===== src/rtl/target_round_if.sv =====
// Game I/O bundle between the target round controller and its environment.
// slave = controller side, master = the side driving RNG/photodiode inputs.
interface target_round_if;
    logic        start;
    logic [3:0]  rand_num;
    logic [9:0]  photo_array;
    logic [3:0]  target_a;
    logic [3:0]  target_b;
    logic        hit_a;
    logic        hit_b;
    logic [31:0] score;
    logic [7:0]  miss_count;
    logic        game_active;
    logic        game_over;

    modport slave (
        input  start, rand_num, photo_array,
        output target_a, target_b, hit_a, hit_b, score, miss_count,
               game_active, game_over
    );

    modport master (
        output start, rand_num, photo_array,
        input  target_a, target_b, hit_a, hit_b, score, miss_count,
               game_active, game_over
    );
endinterface


===== src/rtl/target_round_controller.sv =====
// Two-slot target game sequencer: arms targets from the RNG, times hit windows, keeps score/clock.
// All outputs registered; a beam edge scores 3 edges after arrival; no backpressure (free-running).
module target_round_controller #(
    parameter int unsigned HIT_WINDOW  = 50000000,
    parameter int unsigned GAME_CYCLES = 1500000000,
    parameter int unsigned POINTS      = 10,
    parameter int unsigned SCORE_MAX   = 9999
) (
    input  logic         clock,
    input  logic         reset,
    target_round_if.slave bus
);

    typedef enum logic [1:0] {ST_IDLE, ST_RUN, ST_OVER} state_t;
    typedef enum logic {SL_EMPTY, SL_ARMED} slot_t;

    localparam logic [31:0] WIN_LOAD  = 32'(HIT_WINDOW - 1);
    localparam logic [31:0] GAME_LOAD = 32'(GAME_CYCLES - 1);
    localparam logic [32:0] PTS       = 33'(POINTS);
    localparam logic [32:0] SAT       = 33'(SCORE_MAX);
    localparam logic [3:0]  NONE      = 4'hF;

    state_t      state_q,    state_d;
    slot_t       slot_a_q,   slot_a_d;
    slot_t       slot_b_q,   slot_b_d;
    logic [3:0]  tgt_a_q,    tgt_a_d;
    logic [3:0]  tgt_b_q,    tgt_b_d;
    logic [31:0] win_a_q,    win_a_d;
    logic [31:0] win_b_q,    win_b_d;
    logic [31:0] game_cnt_q, game_cnt_d;
    logic [31:0] score_q,    score_d;
    logic [7:0]  miss_q,     miss_d;
    logic        hit_a_q,    hit_a_d;
    logic        hit_b_q,    hit_b_d;
    logic [9:0]  psync1_q,   psync1_d;
    logic [9:0]  psync_q,    psync_d;

    logic        rand_ok;
    logic        hit_a_ev, miss_a_ev, hit_b_ev, miss_b_ev;
    logic [32:0] delta, score_sum;
    logic [8:0]  miss_sum;

    always_ff @(posedge clock or negedge reset) begin
        if (!reset) begin
            state_q    <= ST_IDLE;
            slot_a_q   <= SL_EMPTY;
            slot_b_q   <= SL_EMPTY;
            tgt_a_q    <= NONE;
            tgt_b_q    <= NONE;
            win_a_q    <= '0;
            win_b_q    <= '0;
            game_cnt_q <= '0;
            score_q    <= '0;
            miss_q     <= '0;
            hit_a_q    <= 1'b0;
            hit_b_q    <= 1'b0;
            psync1_q   <= '0;
            psync_q    <= '0;
        end else begin
            state_q    <= state_d;
            slot_a_q   <= slot_a_d;
            slot_b_q   <= slot_b_d;
            tgt_a_q    <= tgt_a_d;
            tgt_b_q    <= tgt_b_d;
            win_a_q    <= win_a_d;
            win_b_q    <= win_b_d;
            game_cnt_q <= game_cnt_d;
            score_q    <= score_d;
            miss_q     <= miss_d;
            hit_a_q    <= hit_a_d;
            hit_b_q    <= hit_b_d;
            psync1_q   <= psync1_d;
            psync_q    <= psync_d;
        end
    end

    always_comb begin
        state_d    = state_q;
        slot_a_d   = slot_a_q;
        slot_b_d   = slot_b_q;
        tgt_a_d    = tgt_a_q;
        tgt_b_d    = tgt_b_q;
        win_a_d    = win_a_q;
        win_b_d    = win_b_q;
        game_cnt_d = game_cnt_q;
        score_d    = score_q;
        miss_d     = miss_q;
        hit_a_d    = 1'b0;
        hit_b_d    = 1'b0;
        psync1_d   = bus.photo_array;
        psync_d    = psync1_q;
        rand_ok    = (bus.rand_num <= 4'd9);
        hit_a_ev   = 1'b0;
        miss_a_ev  = 1'b0;
        hit_b_ev   = 1'b0;
        miss_b_ev  = 1'b0;
        delta      = '0;
        score_sum  = '0;
        miss_sum   = '0;

        case (state_q)
            ST_IDLE, ST_OVER: begin
                if (bus.start) begin
                    state_d    = ST_RUN;
                    score_d    = '0;
                    miss_d     = '0;
                    game_cnt_d = GAME_LOAD;
                    slot_a_d   = SL_EMPTY;
                    slot_b_d   = SL_EMPTY;
                    tgt_a_d    = NONE;
                    tgt_b_d    = NONE;
                end
            end

            ST_RUN: begin
                // Slot A: a beam on the final window cycle still wins over the timeout.
                if (slot_a_q == SL_ARMED) begin
                    if (psync_q[tgt_a_q])      hit_a_ev  = 1'b1;
                    else if (win_a_q == '0)    miss_a_ev = 1'b1;
                    else                       win_a_d   = win_a_q - 32'd1;
                    if (hit_a_ev || miss_a_ev) begin
                        slot_a_d = SL_EMPTY;
                        tgt_a_d  = NONE;
                    end
                end else if (rand_ok && (bus.rand_num != tgt_b_q)) begin
                    slot_a_d = SL_ARMED;
                    tgt_a_d  = bus.rand_num;
                    win_a_d  = WIN_LOAD;
                end

                // Slot B also yields to a value slot A is grabbing on this same edge.
                if (slot_b_q == SL_ARMED) begin
                    if (psync_q[tgt_b_q])      hit_b_ev  = 1'b1;
                    else if (win_b_q == '0)    miss_b_ev = 1'b1;
                    else                       win_b_d   = win_b_q - 32'd1;
                    if (hit_b_ev || miss_b_ev) begin
                        slot_b_d = SL_EMPTY;
                        tgt_b_d  = NONE;
                    end
                end else if (rand_ok && (bus.rand_num != tgt_a_q) &&
                             (bus.rand_num != tgt_a_d)) begin
                    slot_b_d = SL_ARMED;
                    tgt_b_d  = bus.rand_num;
                    win_b_d  = WIN_LOAD;
                end

                delta     = (hit_a_ev ? PTS : 33'd0) + (hit_b_ev ? PTS : 33'd0);
                score_sum = {1'b0, score_q} + delta;
                score_d   = (score_sum > SAT) ? SAT[31:0] : score_sum[31:0];
                miss_sum  = {1'b0, miss_q} + {8'd0, miss_a_ev} + {8'd0, miss_b_ev};
                miss_d    = (miss_sum > 9'd255) ? 8'd255 : miss_sum[7:0];
                hit_a_d   = hit_a_ev;
                hit_b_d   = hit_b_ev;

                // Final-cycle hits/misses above are kept; only targets and pulses are cleared.
                if (game_cnt_q == '0) begin
                    state_d  = ST_OVER;
                    slot_a_d = SL_EMPTY;
                    slot_b_d = SL_EMPTY;
                    tgt_a_d  = NONE;
                    tgt_b_d  = NONE;
                    hit_a_d  = 1'b0;
                    hit_b_d  = 1'b0;
                end else begin
                    game_cnt_d = game_cnt_q - 32'd1;
                end
            end

            default: state_d = ST_IDLE;
        endcase
    end

    assign bus.target_a    = tgt_a_q;
    assign bus.target_b    = tgt_b_q;
    assign bus.hit_a       = hit_a_q;
    assign bus.hit_b       = hit_b_q;
    assign bus.score       = score_q;
    assign bus.miss_count  = miss_q;
    assign bus.game_active = (state_q == ST_RUN);
    assign bus.game_over   = (state_q == ST_OVER);

endmodule


===== src/flat_wrapper.sv =====
// flat-port wrapper written by rule: the top's interface ports become plain ports
module target_round_controller_flat 
#(
    parameter int unsigned HIT_WINDOW  = 50000000,
    parameter int unsigned GAME_CYCLES = 1500000000,
    parameter int unsigned POINTS      = 10,
    parameter int unsigned SCORE_MAX   = 9999
)
  (clock, reset, bus_start, bus_rand_num, bus_photo_array, bus_target_a, bus_target_b, bus_hit_a, bus_hit_b, bus_score, bus_miss_count, bus_game_active, bus_game_over);
  target_round_if bus_i ();
  input  logic clock;
  input  logic reset;
  input wire logic [$bits(bus_i.start)-1:0] bus_start;
  input wire logic [$bits(bus_i.rand_num)-1:0] bus_rand_num;
  input wire logic [$bits(bus_i.photo_array)-1:0] bus_photo_array;
  output wire logic [$bits(bus_i.target_a)-1:0] bus_target_a;
  output wire logic [$bits(bus_i.target_b)-1:0] bus_target_b;
  output wire logic [$bits(bus_i.hit_a)-1:0] bus_hit_a;
  output wire logic [$bits(bus_i.hit_b)-1:0] bus_hit_b;
  output wire logic [$bits(bus_i.score)-1:0] bus_score;
  output wire logic [$bits(bus_i.miss_count)-1:0] bus_miss_count;
  output wire logic [$bits(bus_i.game_active)-1:0] bus_game_active;
  output wire logic [$bits(bus_i.game_over)-1:0] bus_game_over;
  assign bus_i.start = bus_start;
  assign bus_i.rand_num = bus_rand_num;
  assign bus_i.photo_array = bus_photo_array;
  assign bus_target_a = bus_i.target_a;
  assign bus_target_b = bus_i.target_b;
  assign bus_hit_a = bus_i.hit_a;
  assign bus_hit_b = bus_i.hit_b;
  assign bus_score = bus_i.score;
  assign bus_miss_count = bus_i.miss_count;
  assign bus_game_active = bus_i.game_active;
  assign bus_game_over = bus_i.game_over;
  target_round_controller #(.HIT_WINDOW(HIT_WINDOW), .GAME_CYCLES(GAME_CYCLES), .POINTS(POINTS), .SCORE_MAX(SCORE_MAX)) u_core (.clock(clock), .reset(reset), .bus(bus_i));
endmodule

===== config.mk =====
export PLATFORM = sky130hd
export DESIGN_NAME = target_round_controller_flat
export DESIGN_NICKNAME = d
export VERILOG_FILES = /design/src/rtl/target_round_if.sv /design/src/rtl/target_round_controller.sv /design/src/flat_wrapper.sv
export SDC_FILE = /design/constraint.sdc
export NUM_CORES = 1
export LEC_CHECK = 0
export ABC_CLOCK_PERIOD_IN_PS = 7800
export BUFFER_PORTS_ARGS = -buffer_cell sky130_fd_sc_hd__buf_4
export CORE_MARGIN = 10
export CORE_UTILIZATION = 40
export CTS_CLUSTER_DIAMETER = 30
export DETAILED_ROUTE_END_ITERATION = 12
export PLACE_DENSITY = 0.57
export SETUP_SLACK_MARGIN = 0.3
export SKIP_LAST_GASP = 1
export SYNTH_ARGS = -nofsm -noshare
export SYNTH_HDL_FRONTEND = slang
export SYNTH_SLANG_ARGS = --single-unit

===== constraint.sdc =====
create_clock -name clock -period 7.8 [get_ports clock]
set_clock_uncertainty 0.2 [all_clocks]
set_input_delay 1.56 -clock clock [delete_from_list [all_inputs] [get_ports clock]]
set_output_delay 1.56 -clock clock [all_outputs]
set_load 0.005 [all_outputs]

==> impl_metrics.json, run 1 <==
{
  "rsz0062_at_grt": "no",
  "crit_chain": "nor2b_1 > a2111oi_0 > o31ai_1 > buf_4 > and2_1 > fa_1 > ha_1 > a31oi_1 > nor4_1 > a41oi_1 > a2111oi_0 > and4b_1 > nand2_1 > o221a_2",
  "cts_max_level": 4,
  "core_mm2": 0.0225,
  "muxShareOfSynthArea_pct": 2.04,
  "avgSynthCellArea_um2": 9.44,
  "synth-compound-area-share_pct": 12.3,
  "setup_slack_ns": 1.49,
  "switching_share_pct": 35.9,
  "met1_length_um": 10500,
  "route.met2.wl_um": 10200,
  "drv_cap": 0,
  "switching_power_w": 0.000971,
  "top_layer": "met4",
  "die_w_um": 171,
  "worstPathArrival_ns": 6.43,
  "vias_per_cell": 5.56,
  "tightestPinTransition_ns": 1.06,
  "grt-ovfl-total": 0,
  "leakagePower_nw": 4.13,
  "wl_per_cell_um": 16.6,
  "finalSetupViolations": 0,
  "insertion_delay_ns": 0.44,
  "finalCriticalPeriod_ns": 6.31,
  "synth_top_family_by_area": "simple AND/OR/NAND/NOR gates",
  "initialDrtViolationCount": 454,
  "place_hpwl_um": 14900,
  "final_common_cell": "dfrtp_1",
  "final_cells": 1308,
  "cts.root.buffer_cell": "clkbuf_16",
  "gp_congestion": 0.811,
  "post-route-util_pct": 46.1,
  "holdPathStages": 0,
  "start_util_pct": 40.3,
  "seqPwrFrac_pct": 39.3,
  "post-place-ws_ns": 1.62,
  "final_cell_mix": "dfrtp_1, nor2_1, nand2_1",
  "cts.sinks": 170,
  "clkPwrFrac_pct": 30.4,
  "cp_max_fo": 18,
  "clk_path_buf_depth": 2,
  "grt_max_degree": 69,
  "cp.depth": 14,
  "rr_worst_depth": 14,
  "synthTopCellsByArea": "dfrtp_1, xnor2_1, nor2_1, nand2_1, xor2_1",
  "slowest_delay_ns": 0.87,
  "synth_top_area_share_pct": 44.7,
  "synth_area_leader_cell": "dfrtp_1",
  "synth_edf_count": 0,
  "status": "completed",
  "post-cts-setup-buffers": 0,
  "synthAdderAreaFrac_pct": 1.77,
  "startpoint_type": "flop",
  "path_delay_family": "compound AO/OA/AOI/OAI gates",
  "synth_area_mm2": 0.00906,
  "antenna_found_initial": 0,
  "critPathRequiredTime_ns": 7.92,
  "layout-drive-gt1-share_pct": 14.8,
  "cts_resized": 0,
  "synth-simple-area-share_pct": 26.1,
  "seq_area_mm2": 0.00426,
  "power_density_mw_per_mm2": 261,
  "nNetsFinal": 1038,
  "ys_ff_latch": 170,
  "max-vdd-ir-drop_mv": 0.153,
  "critPathMostFrequentCell": "a2111oi_0",
  "yosysWarningCount": 0,
  "critPathBufInv": 1,
  "synth_cells": 960,
  "fin_tns_setup_ns": 0,
  "yosysSeqAreaShare_pct": 47.0,
  "synth_flop_cell": "dfrtp_1",
  "hp-class": "flop to flop",
  "end_kind": "flop",
  "yosys.cell_types.count": 77,
  "async_flop_share_pct": 100,
  "combPwrFrac_pct": 30.3,
  "finalCritPeriodShare_pct": 80.9,
  "n_antenna_cell": 0,
  "cts_hold_buf": 0,
  "drtAntennaViolNets": 0,
  "drt-total-wl_um": 21700,
  "dieArea_mm2": 0.0291,
  "grt_pass1_vias": 7143,
  "p_int_w": 0.00173,
  "finalHoldViolCount": 0,
  "cts_tree": "built",
  "cts_made_buffers": 17,
  "max_freq_mhz": 159,
  "io_pins": 69,
  "row_count": 55,
  "grt_pass1_wl_um": 36900,
  "slew_headroom_pct": 29.5,
  "setup.worst_path.class": "flop to flop",
  "synth_nets": 988,
  "drv_slew": 0,
  "drc": 0,
  "wl_met3_um": 690,
  "slowest_stage": "nor4_1",
  "port-buffer-count": 68,
  "clkTransAtPathRegs_ns": 0.07,
  "synth_xor_area_share_pct": 7.73,
  "multiInputGateArea_mm2": 0.00453,
  "final_area_mm2": 0.0104,
  "via_count": 7266,
  "fp.dieH_um": 171,
  "firstDrtPassIters": 5,
  "area_growth_pct": 14.4,
  "grt_usage_pct": 15.4,
  "fill_cells": 2203,
  "placed_cells": 1276,
  "placed_cell_area_mm2": 0.00981
}
==> final cells by class <==
class	instances	share of cell area, %
clock inverter	15	1.33
tap	285	3.44
timing repair buffer	76	5.54
clock buffer	17	4.10
inverter	21	0.760
multi-input combinational	724	43.7
sequential	170	41.1
==> metal layers <==
metal / vias up / track usage [%]
li1: 3589 / -
met1: 3541 / 20.7
met2: 114 / 24.6
met3: 22 / 2.65
met4: 0 / 5.11
met5: - / 0
==> logic make-up (layout without fill, tap and decap cells) <==
logic type               Yosys count  in the layout
AND/OR/NAND/NOR                  457            457
multiplexers                      14             14
flip-flops                       170            170
buffers and inverters             66            129
AO/OA/AOI/OAI                    162            162
adder cells (fa/ha/maj)           11             11
XOR/XNOR                          80             80
==> power by group through the flow <==
stage          logic, W  registers [W]  clock network, W
2_1_floorplan  0.000643        0.00103                 0
3_3_place_gp   0.000816        0.00108                 0
3_5_place_dp   0.000821        0.00108                 0
4_1_cts        0.000825        0.00106          0.000846
5_1_grt        0.000922        0.00108          0.000879
6_report       0.000819        0.00106          0.000821
==> synthesized netlist by cell type, drive strengths merged (25+ instances only) <==
master	count
nor2	107
xnor2	46
a21oi	42
nor4	37
and3	25
dfrtp	162
nor3	44
clkbuf	30
o21ai	26
nand3	44
xor2	34
nand2	91
==> worst register-to-register path, delay by kind of cell, from the launching register on <==
kind | cells | cell delay [ns]
DFF | 1 | 0.64
AOI/OAI and AO/OA | 6 | 2.25
buffers and inverters | 1 | 0.19
and+or+nand+nor | 5 | 2.10
adders and majority gates | 2 | 0.83
==> worst paths after layout <==
path / from / endpoint / slack, ns
setup reg to reg: u_core.bus.target_a[0]$_DFFE_PN1P_ / u_core.bus.score[9]$_DFFE_PN0P_ / 1.49
hold reg to reg: u_core.psync1_q[6]$_DFF_PN0_ / u_core.psync_q[6]$_DFF_PN0_ / 0.15
hold / removal: u_core.psync1_q[6]$_DFF_PN0_ / u_core.psync_q[6]$_DFF_PN0_ / 0.15
min in group asynchronous: reset / u_core.bus.score[25]$_DFFE_PN0P_ / 0.82
max in group asynchronous: reset / u_core.win_b_q[20]$_DFFE_PN0P_ / 5.37
setup / recovery: u_core.bus.target_a[0]$_DFFE_PN1P_ / u_core.bus.score[9]$_DFFE_PN0P_ / 1.49
==> flip-flops by register name, indices dropped and copies added, names as in the netlist <==
register,count
u_core.bus.hit_a,1
u_core.bus.hit_b,1
u_core.bus.miss_count,8
u_core.bus.score,32
u_core.bus.target_a,4
u_core.bus.target_b,4
u_core.game_cnt_q,32
u_core.psync1_q,10
u_core.psync_q,10
u_core.slot_a_q,1
u_core.slot_b_q,1
u_core.state_q,2
u_core.win_a_q,32
u_core.win_b_q,32
==> stage by stage <==
stage | hold WS (ns) | power [W]
after floorplan | 0.131 | 0.00168
after global placement | 0.134 | 0.00189
after detailed placement | 0.137 | 0.00190
after CTS | 0.153 | 0.00273
after global routing | 0.161 | 0.00288
final | 0.149 | 0.00270
Power figures use the tool's default switching activity.
==> run 2: changes to the inputs <==
Settings changed: ABC_AREA from default to 1, ABC_CLOCK_PERIOD_IN_PS 7800 to 5500, PLACE_DENSITY 0.57 to 0.59.
Clock period 7.8 ns to 5.5 ns, I/O delays scaled along.
==> impl_metrics.json, run 2 <==
{
  "synth_cells": 1306,
  "post-cts-setup-buffers": 0,
  "end_kind": "flop",
  "grt_pass1_wl_um": 42400,
  "start_util_pct": 40.7,
  "synth_edf_count": 0,
  "grt_pass1_vias": 8647,
  "grt_max_degree": 93,
  "final_cells": 1712,
  "clkPwrFrac_pct": 28.7,
  "leakagePower_nw": 5.09,
  "yosysMostFrequentCell": "nand2_1",
  "row_count": 57,
  "vias_per_cell": 5.08,
  "cts_resized": 0,
  "slew_headroom_pct": 41.4,
  "drv_cap": 0,
  "initialDrtViolationCount": 659,
  "wl_per_cell_um": 14.6,
  "avgSynthCellArea_um2": 7.57,
  "n_antenna_cell": 0,
  "finalHoldViolCount": 0,
  "finalCritPeriodShare_pct": 78.2,
  "synth_area_mm2": 0.00989,
  "clk_path_buf_depth": 2,
  "p_int_w": 0.00301,
  "finalSetupViolations": 0,
  "synthTopCellsByCount": "nand2_1, nor2_1, dfrtp_1",
  "io_pins": 69,
  "seqPwrFrac_pct": 38.0,
  "yosysSeqAreaShare_pct": 43.1,
  "firstDrtPassIters": 5,
  "hold_end": "u_core.psync_q[6]$_DFF_PN0_",
  "switching_power_w": 0.00185,
  "fin_tns_setup_ns": 0,
  "cts_made_buffers": 17,
  "setup.worst_path.class": "flop to flop",
  "worst_hold_slack_ns": 0.146,
  "final_cell_mix": "nand2_1, nor2_1, dfrtp_1",
  "switching_share_pct": 38.1,
  "r2r-start": "u_core.bus.target_b[0]$_DFFE_PN1P_",
  "status": "completed",
  "worstPathArrival_ns": 4.40,
  "synth_top_area_share_pct": 41.0,
  "nNetsFinal": 1403,
  "tightestPinTransition_ns": 0.879,
  "area_growth_pct": 15.2,
  "async_flop_share_pct": 100,
  "critPathRequiredTime_ns": 5.60,
  "finalCriticalPeriod_ns": 4.30,
  "cts.sinks": 170,
  "startpoint_type": "flop",
  "fp.dieH_um": 177,
  "total_power_w": 0.00486,
  "antenna_found_initial": 0,
  "drv_slew": 0,
  "placed_cells": 1680,
  "ys_ff_latch": 170,
  "cts_max_level": 4,
  "port-buffer-count": 68,
  "hold_start": "u_core.psync1_q[6]$_DFF_PN0_",
  "yosysWarningCount": 0,
  "rrSetupSlack_ns": 1.20,
  "synth_nets": 1334,
  "layout-drive-gt1-share_pct": 11.8,
  "place_hpwl_um": 18500,
  "drt-total-wl_um": 25000,
  "rr_worst_depth": 24,
  "cts_tree": "built",
  "via_count": 8696,
  "rsz0062_at_grt": "no",
  "combPwrFrac_pct": 33.3,
  "die_w_um": 177,
  "synth_area_leader_cell": "dfrtp_1",
  "synthTopCellsByArea": "dfrtp_1, nand2_1, nor2_1, inv_1, nand3_1",
  "synth_flop_cell": "dfrtp_1",
  "max-vdd-ir-drop_mv": 0.209,
  "clkTransAtPathRegs_ns": 0.07,
  "cp_max_fo": 10,
  "cts.root.buffer_cell": "clkbuf_16",
  "hp-class": "flop to flop",
  "gp_congestion": 0.921,
  "cts_hold_buf": 0,
  "max_freq_mhz": 232,
  "dieArea_mm2": 0.0314,
  "yosys.cell_types.count": 52,
  "final_common_cell": "nand2_1",
  "drtAntennaViolNets": 0,
  "grt-ovfl-total": 0,
  "power_density_mw_per_mm2": 427,
  "core_mm2": 0.0243,
  "drc": 0,
  "insertion_delay_ns": 0.43,
  "holdPathStages": 0,
  "worstReg2RegEnd": "u_core.bus.score[9]$_DFFE_PN0P_",
  "grt_usage_pct": 16.3
}
run 2: worst max path at each step:
stage                                        from                                   end  slack [ns]  cells past startpoint
2_1_floorplan  u_core.bus.target_b[0]$_DFFE_PN1P_      u_core.bus.score[13]$_DFFE_PN0P_        1.74                     25
3_3_place_gp   u_core.bus.target_b[0]$_DFFE_PN1P_      u_core.bus.score[13]$_DFFE_PN0P_        1.42                     24
3_5_place_dp   u_core.bus.target_b[0]$_DFFE_PN1P_       u_core.bus.score[8]$_DFFE_PN0P_        1.28                     24
4_1_cts        u_core.bus.target_b[0]$_DFFE_PN1P_       u_core.bus.score[9]$_DFFE_PN0P_        1.25                     24
5_1_grt             u_core.win_b_q[0]$_DFFE_PN0P_  u_core.bus.miss_count[4]$_DFFE_PN0P_        0.56                     25
6_report       u_core.bus.target_b[0]$_DFFE_PN1P_       u_core.bus.score[9]$_DFFE_PN0P_        1.20                     24
run 2: worst max-delay path, stage by stage (launching register included):
cell and delay, ns:
dfstp_2 0.62, inv_1 0.10, o21ai_0 0.17, nand3_1 0.09
nand3b_1 0.09, nand2_1 0.10, nand2_1 0.15, inv_1 0.11
fa_1 0.41, ha_1 0.33, nand2_1 0.06, nand2_1 0.12
nand4_2 0.17, inv_1 0.13, nand3_1 0.15, nor2_2 0.18
nand2_1 0.13, nand2_1 0.08, nand4_1 0.08, nor2_1 0.14
nand2_1 0.08, nor2_2 0.15, nand2_1 0.08, nand2_2 0.15
o211ai_1 0.11
run 2: metrics by stage:
step / worst slack [ns] / util [%] / area (um2)
finish: 1.20 / 46.8 / 11400
global placement: 1.42 / 44.0 / 10700
CTS: 1.25 / 46.8 / 11400
global route: 0.562 / 46.8 / 11400
detailed placement: 1.28 / 44.0 / 10700
floorplan: 1.74 / - / 9890
run 2: power by group through the flow:
stage / clock [W] / combinational, W / sequential [W]
after floorplan: 0 / 0.00123 / 0.00176
after global placement: 0 / 0.00160 / 0.00186
after detailed placement: 0 / 0.00163 / 0.00186
after CTS: 0.00143 / 0.00164 / 0.00185
after global routing: 0.00149 / 0.00187 / 0.00189
final: 0.00140 / 0.00162 / 0.00185
run 2: layout make-up:
type / instances / area [um2]
Tap cell: 324 / 405
Sequential cell: 170 / 4260
Clock inverter: 10 / 215
Multi-Input combinational cell: 947 / 4870
Timing Repair Buffer: 73 / 552
Fill cell: 2391 / 12900
Inverter: 166 / 623
Clock buffer: 22 / 464
run 2: cells by family (layout without fill, tap and decap cells):
group | Yosys count | count (layout) | share of synthesized area (%)
fa+ha+maj | 11 | 11 | 1.62
flops | 170 | 170 | 43.1
simple gates | 688 | 688 | 31.5
xor+xnor | 58 | 58 | 5.14
buf+inv | 189 | 271 | 7.66
compound gates | 190 | 190 | 10.9
run 2: per-layer routing:
metal / vias to the layer above / GRT usage [%] / wire, um
li1: 4436 / - / -
met1: 4061 / 22.2 / 12100
met2: 179 / 25.7 / 11400
met3: 20 / 3.01 / 1110
met4: 0 / 5.08 / 296
met5: - / 0 / 0
==> run 3: changes to the inputs <==
Settings changed: ABC_CLOCK_PERIOD_IN_PS 5500 to 4100, PLACE_DENSITY 0.59 to 0.57.
Clock period 5.5 ns to 4.1 ns, I/O delays scaled along.
==> impl_metrics.json, run 3 (synthesis gave the netlist of run 2 again) <==
{
  "io_pins": 69,
  "port-buffer-count": 68,
  "end_kind": "flop",
  "firstDrtPassIters": 7,
  "die_w_um": 177,
  "finalHoldViolCount": 0,
  "status": "completed",
  "hp-class": "flop to flop",
  "place_hpwl_um": 19000,
  "setup_slack_ns": 0.380,
  "rr_worst_depth": 23,
  "holdPathStages": 0,
  "rsz0062_at_grt": "yes",
  "drv_slew": 0,
  "drc": 0,
  "worstReg2RegEnd": "u_core.bus.score[8]$_DFFE_PN0P_",
  "wl_per_cell_um": 14.9,
  "initialDrtViolationCount": 624,
  "antenna_found_initial": 0,
  "grt-ovfl-total": 0,
  "max_freq_mhz": 269,
  "setup.worst_path.class": "flop to flop",
  "slew_headroom_pct": 48.5,
  "slowest_delay_ns": 0.58,
  "n_antenna_cell": 0,
  "cts_max_level": 4,
  "placed_cell_area_mm2": 0.0108,
  "area_growth_pct": 20.3,
  "clkTransAtPathRegs_ns": 0.07,
  "cts_hold_buf": 0,
  "drtAntennaViolNets": 0,
  "leakagePower_nw": 5.28,
  "fp.dieH_um": 177,
  "cts_made_buffers": 17,
  "core_mm2": 0.0243,
  "finalCritPeriodShare_pct": 90.7,
  "row_count": 57,
  "startpoint_type": "flop",
  "clk_path_buf_depth": 2,
  "finalCriticalPeriod_ns": 3.72,
  "cp_max_fo": 8,
  "r2r-start": "u_core.bus.target_b[0]$_DFFE_PN1P_",
  "fin_tns_setup_ns": 0,
  "power_density_mw_per_mm2": 568,
  "insertion_delay_ns": 0.44,
  "vias_per_cell": 5.13,
  "cts.root.buffer_cell": "clkbuf_16",
  "hold_start": "u_core.psync1_q[4]$_DFF_PN0_",
  "cts.sinks": 170,
  "layout-drive-gt1-share_pct": 17.7,
  "drt-total-wl_um": 26100,
  "grt_pass1_wl_um": 43900,
  "hold_end": "u_core.psync_q[4]$_DFF_PN0_",
  "final_common_cell": "nand2_1",
  "crit_chain": "inv_2 > o21ai_2 > nand3_1 > nand3b_1 > nand2_2 > nand2_4 > inv_4 > fa_2 > ha_4 > nand3_1 > a21oi_4 > nand2_4 > nor2_4 > nand2_2 > xor2_1 > inv_1 > nand3_1 > nor2_1 > nand2_1 > nor2_4 > nand2_2 > nand2_4 > o211ai_1",
  "grt_usage_pct": 17.0,
  "max-vdd-ir-drop_mv": 0.237,
  "rrSetupSlack_ns": 0.38,
  "fill_cells": 2417,
  "slowest_stage": "dfstp_2",
  "final_area_mm2": 0.0119,
  "nNetsFinal": 1442,
  "grt_max_degree": 80,
  "dieArea_mm2": 0.0314,
  "worstPathArrival_ns": 3.83,
  "post-place-ws_ns": 0.0594,
  "via_count": 8982,
  "grt_pass1_vias": 8676,
  "tightestPinTransition_ns": 0.772,
  "cts_tree": "built",
  "final_cell_mix": "nand2_1, nor2_1, dfrtp_1",
  "critPathRequiredTime_ns": 4.21,
  "start_util_pct": 40.7,
  "gp_congestion": 0.867,
  "drv_cap": 0,
  "post-route-util_pct": 48.9,
  "finalSetupViolations": 0
}
[run 3: cell count changes in the layout (fill, tap and decap cells not counted), moves of 5 or more]
cell     change
nor2_2       +6
nand3_1      -5
buf_4       +35
o21ai_1      +6
inv_6        +5
nand2_2      +6
ha_1         -5
nor2_1      -11
inv_1        -7
nand2_1     -10
o21ai_0      -9
inv_2        +6
nor2_4       +5
ha_4         +5
[run 3: area by class of cell]
type / count / area (um2) / share of cell area, %
Inverter: 166 / 626 / 5.26
Clock inverter: 14 / 180 / 1.52
Timing Repair Buffer: 112 / 868 / 7.30
Tap cell: 324 / 405 / 3.41
Multi-Input combinational cell: 947 / 5120 / 43.0
Sequential cell: 170 / 4260 / 35.9
Clock buffer: 18 / 429 / 3.61
[run 3: worst max-delay path by stage]
stage                                                  start                          endpoint  slack (ns)
final                     u_core.bus.target_b[0]$_DFFE_PN1P_   u_core.bus.score[8]$_DFFE_PN0P_        0.38
after detailed placement  u_core.bus.target_b[0]$_DFFE_PN1P_  u_core.bus.score[13]$_DFFE_PN0P_        0.06
after CTS                 u_core.bus.target_b[0]$_DFFE_PN1P_   u_core.bus.score[9]$_DFFE_PN0P_        0.30
after global placement    u_core.bus.target_b[0]$_DFFE_PN1P_   u_core.bus.score[9]$_DFFE_PN0P_        0.18
after global routing      u_core.bus.target_b[0]$_DFFE_PN1P_   u_core.bus.score[8]$_DFFE_PN0P_        0.08
after floorplan           u_core.bus.target_b[0]$_DFFE_PN1P_  u_core.bus.score[13]$_DFFE_PN0P_        0.34
[run 3: report_power, final]
part           internal, W  switching, W
Clock             0.000973      0.000737
Sequential         0.00204      0.000424
Combinational      0.00104       0.00154
Total              0.00406       0.00270
[run 3: routing by layer]
layer / wire length (um) / vias to the layer above / track usage, %
li1: - / 4515 / -
met1: 12900 / 4263 / 23.7
met2: 11800 / 171 / 26.2
met3: 1010 / 33 / 3.03
met4: 403 / 0 / 5.08
met5: 0 / - / 0
[run 3: metrics by stage]
stage          hold WS (ns)  instances  power [W]
6_report              0.144       1751    0.00676
5_1_grt               0.155       1751    0.00729
4_1_cts               0.145       1741    0.00664
3_5_place_dp          0.135       1688    0.00473
3_3_place_gp          0.132       1688    0.00469
2_1_floorplan         0.131       1306    0.00401
[run 3: timing repair]
action,in CTS,in global routing
buffers inserted,21,10
endpoints found under the hold margin,0,0
endpoints found under the setup margin,20,22
resized for setup,32,47
pin swaps,18,27
[run 3: worst max-delay path: cells and delay by family (launching register included)]
kind | cells | cell delay (ns)
adders and majority gates | 2 | 0.69
DFF | 1 | 0.58
and+or+nand+nor | 14 | 1.41
AOI/OAI and AO/OA | 3 | 0.41
xor gates and xnor gates | 1 | 0.16
buffers and inverters | 3 | 0.16
